===== src/rtl/serial_tx.sv =====
// serial_tx: parallel-in, serial-out frame transmitter (start 0, data LSB-first, stop 1)
module serial_tx #(
    parameter int WIDTH        = 8,
    parameter int CLKS_PER_BIT = 1
) (
    input  logic             CLK,
    input  logic             n_Reset,
    input  logic [WIDTH-1:0] DATA,
    input  logic             valid,
    output logic             ready,
    output logic             SDO,
    output logic             busy,
    output logic             done
);
    localparam int BW = $clog2(WIDTH + 1);
    localparam int DW = $clog2(CLKS_PER_BIT + 1);
    localparam logic [DW-1:0] DIV_MAX = DW'(CLKS_PER_BIT - 1);
    localparam logic [BW-1:0] LAST    = BW'(WIDTH - 1);

    typedef enum logic [1:0] {S_IDLE, S_START, S_DATA, S_STOP} state_t;

    state_t           state;
    logic [WIDTH-1:0] sr;
    logic [WIDTH-1:0] sr_nx;
    logic [BW-1:0]    idx;
    logic [DW-1:0]    div;

    assign sr_nx = sr >> 1;

    // frame sequencer: divider counts down each bit period, reloading on every bit boundary
    always_ff @(posedge CLK) begin
        if (!n_Reset) begin
            state <= S_IDLE;
            SDO   <= 1'b1;
            busy  <= 1'b0;
            done  <= 1'b0;
            ready <= 1'b0;
            sr    <= '0;
            idx   <= '0;
            div   <= '0;
        end else begin
            done <= 1'b0;
            case (state)
                S_IDLE:
                    if (valid && ready) begin
                        sr    <= DATA;
                        SDO   <= 1'b0;
                        state <= S_START;
                        ready <= 1'b0;
                        busy  <= 1'b1;
                        idx   <= '0;
                        div   <= DIV_MAX;
                    end else begin
                        ready <= 1'b1;
                        SDO   <= 1'b1;
                    end
                S_START:
                    if (div != '0) begin
                        div <= div - DW'(1);
                    end else begin
                        SDO   <= sr[0];
                        state <= S_DATA;
                        div   <= DIV_MAX;
                    end
                S_DATA:
                    if (div != '0) begin
                        div <= div - DW'(1);
                    end else if (idx == LAST) begin
                        SDO   <= 1'b1;
                        state <= S_STOP;
                        div   <= DIV_MAX;
                    end else begin
                        sr  <= sr_nx;
                        SDO <= sr_nx[0];
                        idx <= idx + BW'(1);
                        div <= DIV_MAX;
                    end
                S_STOP:
                    if (div != '0) begin
                        div <= div - DW'(1);
                    end else begin
                        state <= S_IDLE;
                        busy  <= 1'b0;
                        ready <= 1'b1;
                        done  <= 1'b1;
                    end
                default: state <= S_IDLE;
            endcase
        end
    end
endmodule

===== config.mk =====
export PLATFORM = sky130hd
export DESIGN_NAME = serial_tx
export DESIGN_NICKNAME = d
export VERILOG_FILES = /design/src/rtl/serial_tx.sv
export SDC_FILE = /design/constraint.sdc
export NUM_CORES = 1
export LEC_CHECK = 0
export ABC_AREA = 1
export CELL_PAD_IN_SITES_DETAIL_PLACEMENT = 1
export CELL_PAD_IN_SITES_GLOBAL_PLACEMENT = 2
export CORE_MARGIN = 4
export CORE_UTILIZATION = 28
export DETAILED_ROUTE_END_ITERATION = 10
export PLACE_DENSITY_LB_ADDON = 0.1
export REMOVE_ABC_BUFFERS = 1
export SLEW_MARGIN = 5
export SYNTH_ARGS = -nofsm -noshare
export SYNTH_HDL_FRONTEND = slang
export SYNTH_SLANG_ARGS = --single-unit

===== constraint.sdc =====
create_clock -name CLK -period 2 [get_ports CLK]
set_input_delay 0.4 -clock CLK [delete_from_list [all_inputs] [get_ports CLK]]
set_output_delay 0.4 -clock CLK [all_outputs]
set_load 0.05 [all_outputs]

==> results.json, run 1 <==
{
  "run_status": "complete, no violations",
  "die_y_um": 65.9,
  "unrepaired_setup_endpoints_after_global_routing": "false",
  "critical_path_buf_inv_count": 1,
  "critical_path.top_delay_family": "buffers and inverters",
  "p_comb_share_pct": 52.0,
  "power_report.internal_total_uw": 933,
  "layout_common_cells": "sky130_fd_sc_hd__nand2_1 (40), sky130_fd_sc_hd__nor2_1 (22), sky130_fd_sc_hd__dfxtp_1 (18)",
  "path_max_fanout": 2,
  "finClkSkew_ns": 0.00702,
  "yosysUniqueCellTypes": 21,
  "coreArea_um2": 3130,
  "power.static_leakage_uw": 0.000555,
  "via_count": 891,
  "detail-route-antenna-nets": 0,
  "setup_total_negative_slack_ns": 0,
  "overflow": 0,
  "holdBufCountCts": 0,
  "sequential_to_total_area_share_from_yosys_stat_pct": 38.4,
  "sequential_power_share_pct": 34.0,
  "grt_antenna_before_repair": 0,
  "max-vdd-ir-drop_uv": 311,
  "powerDensity_nw_per_um2": 1450,
  "worst_hold_path_type": "flip-flop to flip-flop",
  "post_synthesis_instance_area_um2": 938,
  "synthesized_area_fraction_occupied_by_xor_and_xnor_cells_pct": 0,
  "syn_area_per_cell_um2": 6.90,
  "gp_routability_congestion": 0.789,
  "ctsLongestPathBuffers": 2,
  "pin_count_of_the_biggest_net_entering_global_routing": 13,
  "setup_crit_end_kind": "output port",
  "diodes": 0,
  "synth_compound_area_share_pct": 11.1,
  "dp_hpwl_um": 1900,
  "instance_count_of_the_mapped_netlist": 136,
  "clock-sinks": 18,
  "clock_tree_from_tritoncts": "yes",
  "max_freq_mhz": 538,
  "drv.max_cap_violation_count": 0,
  "layout.cells.most_common": "sky130_fd_sc_hd__nand2_1",
  "drt-wirelength-per-cell_um": 12.1,
  "critical_path.max_stage_delay_ns": 0.80,
  "synth.ff_latch_count": 18,
  "worstPathCellList": "clkdlybuf4s50_1",
  "synthSimpleGateAreaFrac_pct": 34.8,
  "grt_first_pass_wirelength_um": 4310,
  "drt_iter0_markers": 26,
  "criticalPathCategory": "flip-flop to output port",
  "synth_area_in_adders_pct": 8.00,
  "worstPathArrival_ns": 1.46,
  "slew_violations": 0,
  "power.clock.fraction_pct": 13.9,
  "cp_data_required_time_ns": 1.60,
  "totalWireLength_um": 2410,
  "setup_viol": 0,
  "post_route_cells_drive_above_1_share_pct": 12.3,
  "post_synth_mux_area_share_pct": 0,
  "totalPowerFinal_uw": 1710,
  "pin_count": 15,
  "drt-vias-per-instance": 4.48,
  "drc": 0,
  "switching_power_share_of_the_total_pct": 45.5,
  "grt_usage_pct": 13.1,
  "p_switching_uw": 778,
  "clockRootBuffer": "sky130_fd_sc_hd__clkbuf_4",
  "synth_warnings": 0,
  "fin_nets": 173,
  "hold_viol_final": 0,
  "std_cell_rows": 20,
  "fp.dieW_um": 65.9,
  "slew_headroom_pct": 65.4,
  "worst-slew-pin-transition_ns": 0.518,
  "initial_core_util_pct": 30.0,
  "cts_inserted_buffers": 3,
  "dr.pass1.iters": 2,
  "slowest_stage": "sky130_fd_sc_hd__clkdlybuf4s50_1",
  "period_minus_slack_ns": 1.86,
  "clock_insertion_delay_at_the_later_pin_of_the_skew_report_ns": 0.30,
  "fin_hold_ws_ns": 0.485,
  "finalCritPeriodShare_pct": 92.9,
  "synth_top_family_by_area": "simple AND/OR/NAND/NOR gates",
  "path_clk_slew_ns": 0.12,
  "count_of_buffers_from_port_buffering": 14,
  "floorplan.die_area_um2": 4340,
  "syn_to_final_growth_pct": 25.6,
  "startpoint_type": "flip-flop",
  "cts-htree-levels": 1,
  "via_count_of_the_first_global_routing_pass": 959
}
[registers in the layout, summed over array words and instances, names as in the netlist]
name / cells
sr: 8
done: 1
ready: 1
state: 2
busy: 1
SDO: 1
idx: 4
[Yosys cell counts]
master	count	area, um2
sky130_fd_sc_hd__nand2_2	3	18.8
sky130_fd_sc_hd__o21ai_0	11	55.1
sky130_fd_sc_hd__inv_2	2	7.51
sky130_fd_sc_hd__nor2_1	22	82.6
sky130_fd_sc_hd__buf_6	1	11.3
sky130_fd_sc_hd__a21oi_1	5	25.0
sky130_fd_sc_hd__a31oi_1	1	6.26
sky130_fd_sc_hd__clkinv_1	1	3.75
sky130_fd_sc_hd__nor3_1	1	5.00
sky130_fd_sc_hd__nand4_1	1	6.26
sky130_fd_sc_hd__a21oi_2	2	17.5
sky130_fd_sc_hd__ha_1	6	75.1
sky130_fd_sc_hd__inv_1	10	37.5
sky130_fd_sc_hd__nand3b_1	1	7.51
sky130_fd_sc_hd__buf_4	1	7.51
sky130_fd_sc_hd__nand2_1	40	150
sky130_fd_sc_hd__nor2_2	3	18.8
sky130_fd_sc_hd__nand4_2	1	12.5
sky130_fd_sc_hd__nand3_1	5	25.0
sky130_fd_sc_hd__dfxtp_1	18	360
sky130_fd_sc_hd__buf_2	1	5.00
[layer usage]
| metal | part of all wire (%) | GRT usage (%) |
|---|---|---|
| met4 | 1.3 | 5.44 |
| met3 | 3.8 | 3.06 |
| met1 | 49 | 16.3 |
| met2 | 46 | 21.5 |
| met5 | 0 | 0 |
[what timing repair did]
| action | in CTS | in global routing |
|---|---|---|
| gates resized for setup | 0 | 1 |
| setup endpoints to repair | 0 | 1 |
| setup buffers | 0 | 0 |
[power groups by stage]
stage | combinational [uW] | sequential [uW] | clock (uW)
final | 890 | 582 | 238
after global placement | 889 | 589 | 0
after CTS | 904 | 585 | 249
after floorplan | 540 | 652 | 0
after global routing | 1020 | 607 | 266
after detailed placement | 902 | 594 | 0
[per-stage QoR]
| stage | instances | setup slack, ns | util (%) | instance area (um2) |
|---|---|---|---|---|
| floorplan | 133 | 0.454 | - | 915 |
| global placement | 195 | 0.311 | 36.4 | 1140 |
| detailed placement | 195 | 0.282 | 36.4 | 1140 |
| CTS | 199 | 0.0545 | 37.6 | 1180 |
| global route | 199 | 0.0891 | 37.7 | 1180 |
| finish | 199 | 0.142 | 37.7 | 1180 |
[cell families after synthesis]
logic type                 count (synthesis)
AOI/OAI and AO/OA                         19
adders and majority gates                  6
buffers and inverters                     16
DFF                                       18
and+or+nand+nor                           77
[final cells by class]
class	count	area, um2
well taps	44	55.1
fillers	425	1950
inverters	13	48.8
flip-flops and latches	18	360
repair buffers	18	173
multi-input cells	102	505
clock buffers	4	36.3
[worst paths after layout]
check | start | endpoint | slack (ns) | cells after the start
hold / removal | SDO | SDO | 0.49 | 2
hold reg to reg | SDO | SDO | 0.49 | 2
setup reg to reg | state[0] | idx[1] | 0.34 | 9
setup / recovery | busy | busy | 0.14 | 1
No activity file was read; power rests on OpenSTA's default activity.
==> inputs of run 2 (changes only) <==
--- a/config.mk
+++ b/config.mk
@@ -8,7 +8,7 @@
 export ABC_AREA = 1
 export CELL_PAD_IN_SITES_DETAIL_PLACEMENT = 1
 export CELL_PAD_IN_SITES_GLOBAL_PLACEMENT = 2
-export CORE_MARGIN = 4
+export CORE_MARGIN = 3
 export CORE_UTILIZATION = 28
 export DETAILED_ROUTE_END_ITERATION = 10
 export PLACE_DENSITY_LB_ADDON = 0.1
==> run 2 against run 1 <==
  * Hold slack worse by 0.0095 ns
  * Via count is 2.1% lower
  * Routed wire length is 7.3% lower
  * Register-to-register slack better by 0.03 ns
  * Largest power group unchanged
  * Clock skew is 0.0032 ns lower
  * Sequential power hardly changed
  * Utilization is 0.16 points lower
  * Clock-buffer cell count stayed put
  * Critical endpoint is now ready
  * Setup slack worse by 0.079 ns
  * Combinational power is 1% lower
  * Cell area is 0.42% lower
  * Global-route usage is 1.3 points lower
==> results.json, run 2 (synthesis results as in run 1) <==
{
  "run_status": "complete, no violations",
  "clock_tree_from_tritoncts": "yes",
  "via_count": 872,
  "initial_core_util_pct": 30.0,
  "cts-htree-levels": 1,
  "critical_path_buf_inv_count": 1,
  "critical_path.max_stage_delay_ns": 0.83,
  "count_of_buffers_from_port_buffering": 14,
  "holdBufCountCts": 0,
  "fp.dieW_um": 63.9,
  "worstPathArrival_ns": 1.54,
  "clock-sinks": 18,
  "std_cell_rows": 20,
  "clock_insertion_delay_at_the_later_pin_of_the_skew_report_ns": 0.30,
  "powerDensity_nw_per_um2": 1440,
  "place_inst": 194,
  "clockRootBuffer": "sky130_fd_sc_hd__clkbuf_4",
  "coreArea_um2": 3130,
  "period_minus_slack_ns": 1.94,
  "critical_path.top_delay_family": "buffers and inverters",
  "setup_viol": 0,
  "pin_count_of_the_biggest_net_entering_global_routing": 13,
  "slowest_stage": "sky130_fd_sc_hd__clkdlybuf4s50_1",
  "power.static_leakage_uw": 0.000539,
  "drt-vias-per-instance": 4.40,
  "grt_usage_pct": 11.8,
  "pin_count": 15,
  "post_route_cells_drive_above_1_share_pct": 11.7,
  "dr.pass1.iters": 4,
  "instance_area_after_placement_um2": 1130,
  "path_clk_slew_ns": 0.11,
  "setup_crit_end_kind": "output port",
  "final_cell_area_um2": 1170,
  "overflow": 0,
  "die_y_um": 63.9,
  "fin_hold_ws_ns": 0.475,
  "worst-slew-pin-transition_ns": 0.493,
  "finalCritPeriodShare_pct": 96.9,
  "startpoint_type": "flip-flop",
  "detail-route-antenna-nets": 0,
  "worstPathCellList": "clkdlybuf4s50_1",
  "fin_nets": 172,
  "regMostFlops": "sr",
  "drc": 0,
  "route.top_layer_used": "met4",
  "cts_repair_resize_count": 0,
  "slew_headroom_pct": 67.0,
  "worst_hold_path_type": "flip-flop to flip-flop",
  "drv.max_cap_violation_count": 0,
  "largest_reg_flops": 8,
  "hold_viol_final": 0,
  "layout_common_cells": "sky130_fd_sc_hd__nand2_1 (40), sky130_fd_sc_hd__nor2_1 (22), sky130_fd_sc_hd__dfxtp_1 (18)",
  "syn_to_final_growth_pct": 25.1,
  "criticalPathCategory": "flip-flop to output port",
  "max_freq_mhz": 516,
  "via_count_of_the_first_global_routing_pass": 881,
  "cts_inserted_buffers": 3,
  "diodes": 0,
  "met3_wirelength_um": 62,
  "drt_iter0_markers": 11,
  "leading_registers_by_flop_count": "sr x8, idx x4, state x2",
  "finClkSkew_ns": 0.00384,
  "fill_cell_count": 407,
  "cp_data_required_time_ns": 1.60,
  "max-vdd-ir-drop_uv": 361,
  "grt_antenna_before_repair": 0,
  "floorplan.die_area_um2": 4080,
  "ctsLongestPathBuffers": 2,
  "slew_violations": 0,
  "gp_routability_congestion": 0.788,
  "path_max_fanout": 4,
  "route.met2.wl_um": 1050,
  "wirelength_met1_um": 1090,
  "layout.cells.non_filler": 198,
  "dp_hpwl_um": 1780,
  "setup_total_negative_slack_ns": 0,
  "drt-wirelength-per-cell_um": 11.3,
  "unrepaired_setup_endpoints_after_global_routing": "false",
  "totalWireLength_um": 2230,
  "cts.repair_timing.setup_buffer_count": 0,
  "layout.cells.most_common": "sky130_fd_sc_hd__nand2_1",
  "grt_first_pass_wirelength_um": 3840
}
-- run 2: changes by cell type in the layout (fill, tap and decap cells not counted), sizes merged --
cell	before	now
buf	4	3
dlymetal6s2s	1	0
clkdlybuf4s50	13	14
-- run 2: through the flow --
step                      total power (uW)  util (%)  setup WS [ns]
final                                 1690      37.5         0.0623
after global routing                  1860      37.5        0.00855
after CTS                             1700      37.4         0.0438
after detailed placement              1460      36.2          0.130
after global placement                1450      36.2          0.172
after floorplan                       1190         -          0.454
-- run 2: worst paths after layout --
kind                               start  endpoint  slack (ns)  depth (start not counted)
worst max-delay path               ready     ready        0.06                          1
worst max register to register  state[0]    idx[0]        0.37                          9
worst min-delay path               sr[7]     sr[7]        0.48                          2
worst min register to register     sr[7]     sr[7]        0.48                          2
-- run 2: power by group --
part / switching (uW) / internal, uW / leakage [uW]
Sequential: 88.0 / 492 / 0.000148
Clock: 122 / 111 / 0.0000210
Combinational: 562 / 317 / 0.000370
-- run 2: routing by layer --
metal | track usage [%] | up-vias
met3 | 2.11 | 4
met1 | 15.3 | 395
li1 | - | 462
met4 | 4.04 | 0
met5 | 0 | -
met2 | 19.5 | 11
-- run 2: area by class of cell --
cell class,count,area [um2],share of cell area (%)
clock buffers,4,36.3,3.09
inverters,13,48.8,4.16
multi-input cells,102,510,43.5
flip-flops and latches,18,360,30.7
well taps,44,55.1,4.69
repair buffers,17,163,13.9
==> inputs of run 3 (changes only) <==
--- a/config.mk
+++ b/config.mk
@@ -10,6 +10,7 @@
 export CELL_PAD_IN_SITES_GLOBAL_PLACEMENT = 2
 export CORE_MARGIN = 3
 export CORE_UTILIZATION = 28
+export CTS_CLUSTER_SIZE = 20
 export DETAILED_ROUTE_END_ITERATION = 10
 export PLACE_DENSITY_LB_ADDON = 0.1
 export REMOVE_ABC_BUFFERS = 1
==> constraint.sdc (replaced) <==
create_clock -name CLK -period 2 [get_ports CLK]
set_input_delay 0.4 -clock CLK [delete_from_list [all_inputs] [get_ports CLK]]
set_output_delay 0.4 -clock CLK [all_outputs]
set_load 0.005 [all_outputs]
==> results of run 3 <==
Same layout as run 2 (identical final DEF). Status: complete, no violations.
Among the figures that moved: setup slack after layout 0.0623 ns -> 0.365 ns; total power 1690 uW -> 1610 uW
